**src/rtl/seg_scan_decoder_if.sv**
```systemverilog
// seg_scan_decoder_if: scan bus inputs and decoded frame outputs of the scan decoder
interface seg_scan_decoder_if;
  logic [7:0]  dig_in;
  logic [6:0]  seg_in;
  logic [31:0] digits_out;
  logic [7:0]  blank_mask;
  logic [7:0]  err_mask;
  logic        frame_valid;
  logic        scan_err;
  modport master (output dig_in, seg_in, input digits_out, blank_mask, err_mask, frame_valid, scan_err);
  modport slave  (input dig_in, seg_in, output digits_out, blank_mask, err_mask, frame_valid, scan_err);
endinterface

```
**src/rtl/seg_scan_decoder.sv**
```systemverilog
// seg_scan_decoder: debounces the seven-segment scan bus, decodes glyphs per digit and publishes 8-digit frames
module seg_scan_decoder #(
  parameter int STABLE_CYC = 16
) (
  input logic clk_in,
  input logic rst,
  seg_scan_decoder_if.slave bus
);
  localparam logic [7:0] LAST = 8'(STABLE_CYC - 1);
  logic [7:0]  samp_dig_q, prev_dig_q;
  logic [6:0]  samp_seg_q, prev_seg_q;
  logic [7:0]  cnt_q, cnt_d;
  logic        arm_q, arm_d;
  logic        change, cap, one_cold, publish;
  logic [7:0]  hit;
  logic [5:0]  dec;
  logic [7:0]  seen_q, seen_d;
  logic [31:0] shd_nib_q, dout_q;
  logic [7:0]  shd_blank_q, shd_err_q, blank_q, err_q;
  logic        fv_q;
  function automatic logic [5:0] decode(input logic [6:0] s);
    case (s)
      7'h40: decode = 6'h00;
      7'h79: decode = 6'h01;
      7'h24: decode = 6'h02;
      7'h30: decode = 6'h03;
      7'h19: decode = 6'h04;
      7'h12: decode = 6'h05;
      7'h02: decode = 6'h06;
      7'h78: decode = 6'h07;
      7'h00: decode = 6'h08;
      7'h10: decode = 6'h09;
      7'h08: decode = 6'h0A;
      7'h03: decode = 6'h0B;
      7'h46: decode = 6'h0C;
      7'h21: decode = 6'h0D;
      7'h06: decode = 6'h0E;
      7'h0E: decode = 6'h0F;
      7'h7F: decode = 6'h10;
      default: decode = 6'h20;
    endcase
  endfunction
  // The run that just completed is held in prev_*, even if samp_* changed in the capture cycle
  always_comb begin
    change   = {samp_dig_q, samp_seg_q} != {prev_dig_q, prev_seg_q};
    cnt_d    = change ? 8'd0 : (cnt_q == LAST ? cnt_q : cnt_q + 8'd1);
    cap      = arm_q && (cnt_q == LAST);
    arm_d    = change | (arm_q & ~cap);
    one_cold = $countones(~prev_dig_q) == 1;
    hit      = (cap && one_cold) ? ~prev_dig_q : 8'h00;
    dec      = decode(prev_seg_q);
    publish  = seen_q == 8'hFF;
    seen_d   = (publish ? 8'h00 : seen_q) | hit;
  end
  assign bus.scan_err    = cap && !one_cold && (prev_dig_q != 8'hFF);
  assign bus.digits_out  = dout_q;
  assign bus.blank_mask  = blank_q;
  assign bus.err_mask    = err_q;
  assign bus.frame_valid = fv_q;
  // Input sampling, stability tracking, per-digit shadow capture and frame publish
  always_ff @(posedge clk_in) begin
    if (rst) begin
      samp_dig_q  <= 8'hFF;
      samp_seg_q  <= 7'h7F;
      prev_dig_q  <= 8'hFF;
      prev_seg_q  <= 7'h7F;
      cnt_q       <= 8'd0;
      arm_q       <= 1'b1;
      seen_q      <= 8'h00;
      shd_nib_q   <= 32'h0;
      shd_blank_q <= 8'h00;
      shd_err_q   <= 8'h00;
      dout_q      <= 32'h0;
      blank_q     <= 8'h00;
      err_q       <= 8'h00;
      fv_q        <= 1'b0;
    end else begin
      samp_dig_q <= bus.dig_in;
      samp_seg_q <= bus.seg_in;
      prev_dig_q <= samp_dig_q;
      prev_seg_q <= samp_seg_q;
      cnt_q      <= cnt_d;
      arm_q      <= arm_d;
      seen_q     <= seen_d;
      fv_q       <= publish;
      for (int i = 0; i < 8; i++) begin
        if (hit[i]) begin
          shd_nib_q[4*i +: 4] <= dec[3:0];
          shd_blank_q[i]      <= dec[4];
          shd_err_q[i]        <= dec[5];
        end
      end
      if (publish) begin
        dout_q  <= shd_nib_q;
        blank_q <= shd_blank_q;
        err_q   <= shd_err_q;
      end
    end
  end
endmodule

```
**src/flat_wrapper.sv**
```systemverilog
// flat-port wrapper written by rule: the top's interface ports become plain ports
module seg_scan_decoder_flat 
#(
  parameter int STABLE_CYC = 16
)
  (clk_in, rst, bus_dig_in, bus_seg_in, bus_digits_out, bus_blank_mask, bus_err_mask, bus_frame_valid, bus_scan_err);
  seg_scan_decoder_if bus_i ();
  input logic clk_in;
  input logic rst;
  input wire logic [$bits(bus_i.dig_in)-1:0] bus_dig_in;
  input wire logic [$bits(bus_i.seg_in)-1:0] bus_seg_in;
  output wire logic [$bits(bus_i.digits_out)-1:0] bus_digits_out;
  output wire logic [$bits(bus_i.blank_mask)-1:0] bus_blank_mask;
  output wire logic [$bits(bus_i.err_mask)-1:0] bus_err_mask;
  output wire logic [$bits(bus_i.frame_valid)-1:0] bus_frame_valid;
  output wire logic [$bits(bus_i.scan_err)-1:0] bus_scan_err;
  assign bus_i.dig_in = bus_dig_in;
  assign bus_i.seg_in = bus_seg_in;
  assign bus_digits_out = bus_i.digits_out;
  assign bus_blank_mask = bus_i.blank_mask;
  assign bus_err_mask = bus_i.err_mask;
  assign bus_frame_valid = bus_i.frame_valid;
  assign bus_scan_err = bus_i.scan_err;
  seg_scan_decoder #(.STABLE_CYC(STABLE_CYC)) u_core (.clk_in(clk_in), .rst(rst), .bus(bus_i));
endmodule
```
**config.mk**
```make
export PLATFORM = sky130hd
export DESIGN_NAME = seg_scan_decoder_flat
export DESIGN_NICKNAME = d
export VERILOG_FILES = /design/src/rtl/seg_scan_decoder_if.sv /design/src/rtl/seg_scan_decoder.sv /design/src/flat_wrapper.sv
export SDC_FILE = /design/constraint.sdc
export NUM_CORES = 1
export LEC_CHECK = 0
export BUFFER_PORTS_ARGS = -buffer_cell sky130_fd_sc_hd__buf_2
export CAP_MARGIN = 20
export CELL_PAD_IN_SITES_DETAIL_PLACEMENT = 1
export CELL_PAD_IN_SITES_GLOBAL_PLACEMENT = 2
export CORE_ASPECT_RATIO = 0.8
export CORE_MARGIN = 1
export CORE_UTILIZATION = 38
export DETAILED_ROUTE_END_ITERATION = 10
export HOLD_SLACK_MARGIN = 0.15
export MAX_ROUTING_LAYER = met4
export PLACE_DENSITY = 0.84
export SETUP_SLACK_MARGIN = 0.02
export SLEW_MARGIN = 20
export SYNTH_ARGS = -nofsm -noshare
export SYNTH_HDL_FRONTEND = slang
export SYNTH_SLANG_ARGS = --single-unit
```
**constraint.sdc**
```tcl
create_clock -name clk_in -period 10.35 [get_ports clk_in]
set_input_delay 1.5525 -clock clk_in [delete_from_list [all_inputs] [get_ports clk_in]]
set_output_delay 1.5525 -clock clk_in [all_outputs]
set_load 0.02 [all_outputs]
```
==> flow_metrics.env <==
export IMPL_grt_pass1_wl_mm=23.1
export IMPL_antenna_found_initial=0
export IMPL_crit_path_max_fanout=5
export IMPL_netlist_instances=629
export IMPL_fin_skew_ns=0.00430
export IMPL_path_clk_slew_ns=0.05
export IMPL_ctsHoldBuffers=0
export IMPL_syn_area_um2=5700
export IMPL_violations="design-rule violations"
export IMPL_clk_insertion_delay_late_ns=0.42
export IMPL_nFillCells=1684
export IMPL_power_leakage_nw=2.55
export IMPL_yosys_register_bits=144
export IMPL_io_pins=67
export IMPL_end_kind="primary output"
export IMPL_antennaDiodeCount=0
export IMPL_place_gp_congestion=0.833
export IMPL_synth_edff_count=0
export IMPL_post_place_cells=835
export IMPL_place_ws_ns=5.60
export IMPL_post_cts_repair_setup_buffers=0
export IMPL_status="complete, but fails checks"
export IMPL_final_area_um2=6660
export IMPL_worst_slew_pin_slew_ns=1.08
export IMPL_final_nets=703
export IMPL_hpwl_mm=9.34
export IMPL_power_density_nw_per_um2=182
export IMPL_synthArstFlopShare_pct=0
export IMPL_die_x_um=139
export IMPL_met2_usage_pct=30.7
export IMPL_finalCriticalPeriod_ns=5.13
export IMPL_slew_headroom_pct=28.2
export IMPL_critical_path_class="flip-flop to primary output"
export IMPL_drive_gt1_share_pct=21.5
export IMPL_firstDrtPassIters=10
export IMPL_synthesis_yosys_warnings=0
export IMPL_grt_use_met1_pct=24.7
export IMPL_grt_max_degree=73
export IMPL_drt_iter0_markers=176
export IMPL_ant_nets=0
export IMPL_setup_viol_count_final=0
export IMPL_cap_violations=0
export IMPL_vdd_ir_drop_max_v=0.000113
export IMPL_area_growth_pct=16.8
export IMPL_rsz0062_at_grt="false"
export IMPL_slowest_delay_ns=0.54
export IMPL_io_buffers=66
export IMPL_fp_row_count=39
export IMPL_grt_pass1_vias=4530
export IMPL_ys_seq_area_share_pct=50.6
export IMPL_critPathArrivalTime_ns=3.58
export IMPL_rr_endpoint="u_core.shd_nib_q[9]"
export IMPL_root_buffer="clkbuf_16"
export IMPL_clock_path_buffers=2
export IMPL_vias=4377
export IMPL_syn_nets=661
export IMPL_synth_top_area_share_pct=50.6
export IMPL_coreArea_um2=14400
export IMPL_cts_buffers=17
export IMPL_initial_core_util_pct=39.4
export IMPL_crit_path_end="bus_scan_err"
export IMPL_post_route_period_util_pct=49.6
export IMPL_drv_slew=0
export IMPL_vias_per_cell=5.05
export IMPL_grt_met3_usage_pct=5.42
export IMPL_track_usage_pct=19.9
export IMPL_cp_data_required_time_ns=8.80
export IMPL_routed_wl_mm=13.9
export IMPL_max_freq_mhz=195
export IMPL_fin_cells=867
export IMPL_setup_tns_ns=0
export IMPL_cts_tree="done"
export IMPL_grt_overflow_total=0
export IMPL_dpl_cell_area_um2=6060
export IMPL_yosys_area_top_type="dfxtp_1"
export IMPL_cts_resized=0
export IMPL_crit_chain="inv_1 -> ha_1 -> fa_1 -> inv_1 -> fa_1 -> inv_1 -> ha_1 -> fa_1 -> nor4b_2 -> nor3_1 -> buf_2"
export IMPL_synth_top_flop_cell="dfxtp_1"
export IMPL_drc=3
export IMPL_cp_slowest_cell="fa_1"
export IMPL_critPathBufInv=4
export IMPL_reg2reg_slack_ns=5.66
export IMPL_wl_per_cell_um=16.0
export IMPL_startpoint="u_core.prev_dig_q[0]"
export IMPL_layout_setup_ws_ns=5.22
export IMPL_ys_top_cells_by_area="dfxtp_1 (51%), nand2_1 (7.3%), a21oi_1 (6.1%)"
export IMPL_die_area_um2=15500
export IMPL_syn_area_per_cell_um2=9.06
export IMPL_reg2reg_from="u_core.prev_dig_q[0]"
export IMPL_hold_viol=0
export IMPL_min_path_type="flip-flop to flip-flop"
export IMPL_h_tree_depth=4
export IMPL_fp_dieH_um=112
export IMPL_cp_num_cells=11
export IMPL_worstRegToRegCells=13
export IMPL_busiest_layer="met2"
export IMPL_ys_types=52
export IMPL_start_kind="flip-flop"
export IMPL_clkSinkCount=144
export IMPL_crit_family="adder cells"
==> power breakdown <==
part	internal, mW	switching [mW]
logic	0.0157	0.0218
clock network	0.382	0.220
registers	0.560	0.00909
total	0.958	0.251
==> logic make-up (layout without fill, tap and decap cells) <==
| group | count (synthesis) | after routing | synth area share (%) |
|---|---|---|---|
| multiplexers | 9 | 9 | 1.60 |
| buffers and inverters | 63 | 117 | 5.01 |
| flip-flops | 144 | 144 | 50.6 |
| XOR/XNOR | 21 | 21 | 3.23 |
| adder cells (fa/ha/maj) | 15 | 15 | 3.82 |
| AO/OA/AOI/OAI | 125 | 125 | 14.4 |
| AND/OR/NAND/NOR | 252 | 252 | 21.4 |
==> worst min path at each step <==
stage,cells after the start,slack [ns],end,from
after CTS,2,0.46,u_core.bus.digits_out[22],u_core.bus.digits_out[22]
after floorplan,2,0.43,u_core.bus.blank_mask[0],u_core.shd_blank_q[0]
after global placement,2,0.44,u_core.bus.digits_out[12],u_core.bus.digits_out[12]
final,2,0.45,u_core.bus.digits_out[1],u_core.bus.digits_out[1]
after global routing,2,0.47,u_core.bus.digits_out[11],u_core.shd_nib_q[11]
after detailed placement,2,0.45,u_core.bus.digits_out[22],u_core.bus.digits_out[22]
==> routing by layer <==
| layer | share of wire, % | wire (um) | vias up |
|---|---|---|---|
| met3 | 3.1 | 432 | 13 |
| met4 | 1.3 | 184 | 0 |
| met1 | 51 | 7030 | 2112 |
| met2 | 45 | 6250 | 66 |
| li1 | - | - | 2186 |
| met5 | 0 | 0 | - |
==> sequential cells by signal (all words and copies together), names as in the netlist <==
signal,cells
u_core.shd_nib_q,32
u_core.shd_blank_q,8
u_core.prev_seg_q,7
u_core.bus.err_mask,8
u_core.cnt_q,8
u_core.bus.digits_out,32
u_core.arm_q,1
u_core.samp_dig_q,8
u_core.bus.frame_valid,1
u_core.seen_q,8
u_core.prev_dig_q,8
u_core.bus.blank_mask,8
u_core.shd_err_q,8
u_core.samp_seg_q,7
==> layout make-up <==
| class | instances | area, um2 | area share (%) |
|---|---|---|---|
| Clock buffer | 24 | 462 | 6.94 |
| Clock inverter | 7 | 110 | 1.65 |
| Inverter | 18 | 67.6 | 1.02 |
| Timing Repair Buffer | 68 | 368 | 5.53 |
| Sequential cell | 144 | 2880 | 43.3 |
| Tap cell | 184 | 230 | 3.46 |
| Multi-Input combinational cell | 422 | 2540 | 38.1 |
==> stage by stage <==
stage                     hold slack, ns  util [%]  total power, mW
after global placement             0.442      41.9            0.617
after global routing               0.471      46.1             1.26
final                              0.454      46.1             1.21
after floorplan                    0.428         -            0.607
after detailed placement           0.450      41.9            0.619
after CTS                          0.457      45.9             1.22
==> synthesized netlist by cell type, types with 2 or more instances <==
master / instances
fa_1: 4
dfxtp_1: 144
or3b_1: 2
or4_1: 2
nand2_1: 111
buf_2: 12
inv_1: 18
buf_4: 3
a21oi_1: 69
nand3_1: 5
xnor2_1: 3
nor3_1: 7
or2_2: 32
nor4_1: 6
a211oi_1: 24
nand4_2: 2
xor2_1: 18
nand4_1: 4
a211oi_2: 8
clkbuf_1: 26
ha_1: 11
and3_1: 4
nand2b_1: 9
nor2_1: 56
mux2i_1: 8
a21o_1: 2
nor2_4: 2
o21ai_0: 9
a31oi_1: 3
buf_6: 3
==> worst register-to-register path: stages (launching register included) <==
cell and delay [ns]:
dfxtp_1 0.46, inv_1 0.09, ha_1 0.23, fa_1 0.53
inv_1 0.06, fa_1 0.54, inv_1 0.05, ha_1 0.21
fa_1 0.45, nor4b_2 0.31, nand4_2 0.44, nor2_1 0.89
nor2_1 0.13, a211oi_1 0.24
==> cell usage in the layout (no fill, tap or decap), drive strengths merged, types with 5 or more instances in the layout <==
cell      n
a211oi   32
a21oi    69
buf      68
clkbuf   24
dfxtp   144
ha       11
inv      18
mux2i     8
nand2   111
nand2b    9
nand3     5
nand4     6
nor2     58
nor3      8
nor4      7
o21ai     9
or2      33
xor2     18
(Power assumes the default switching activity.)
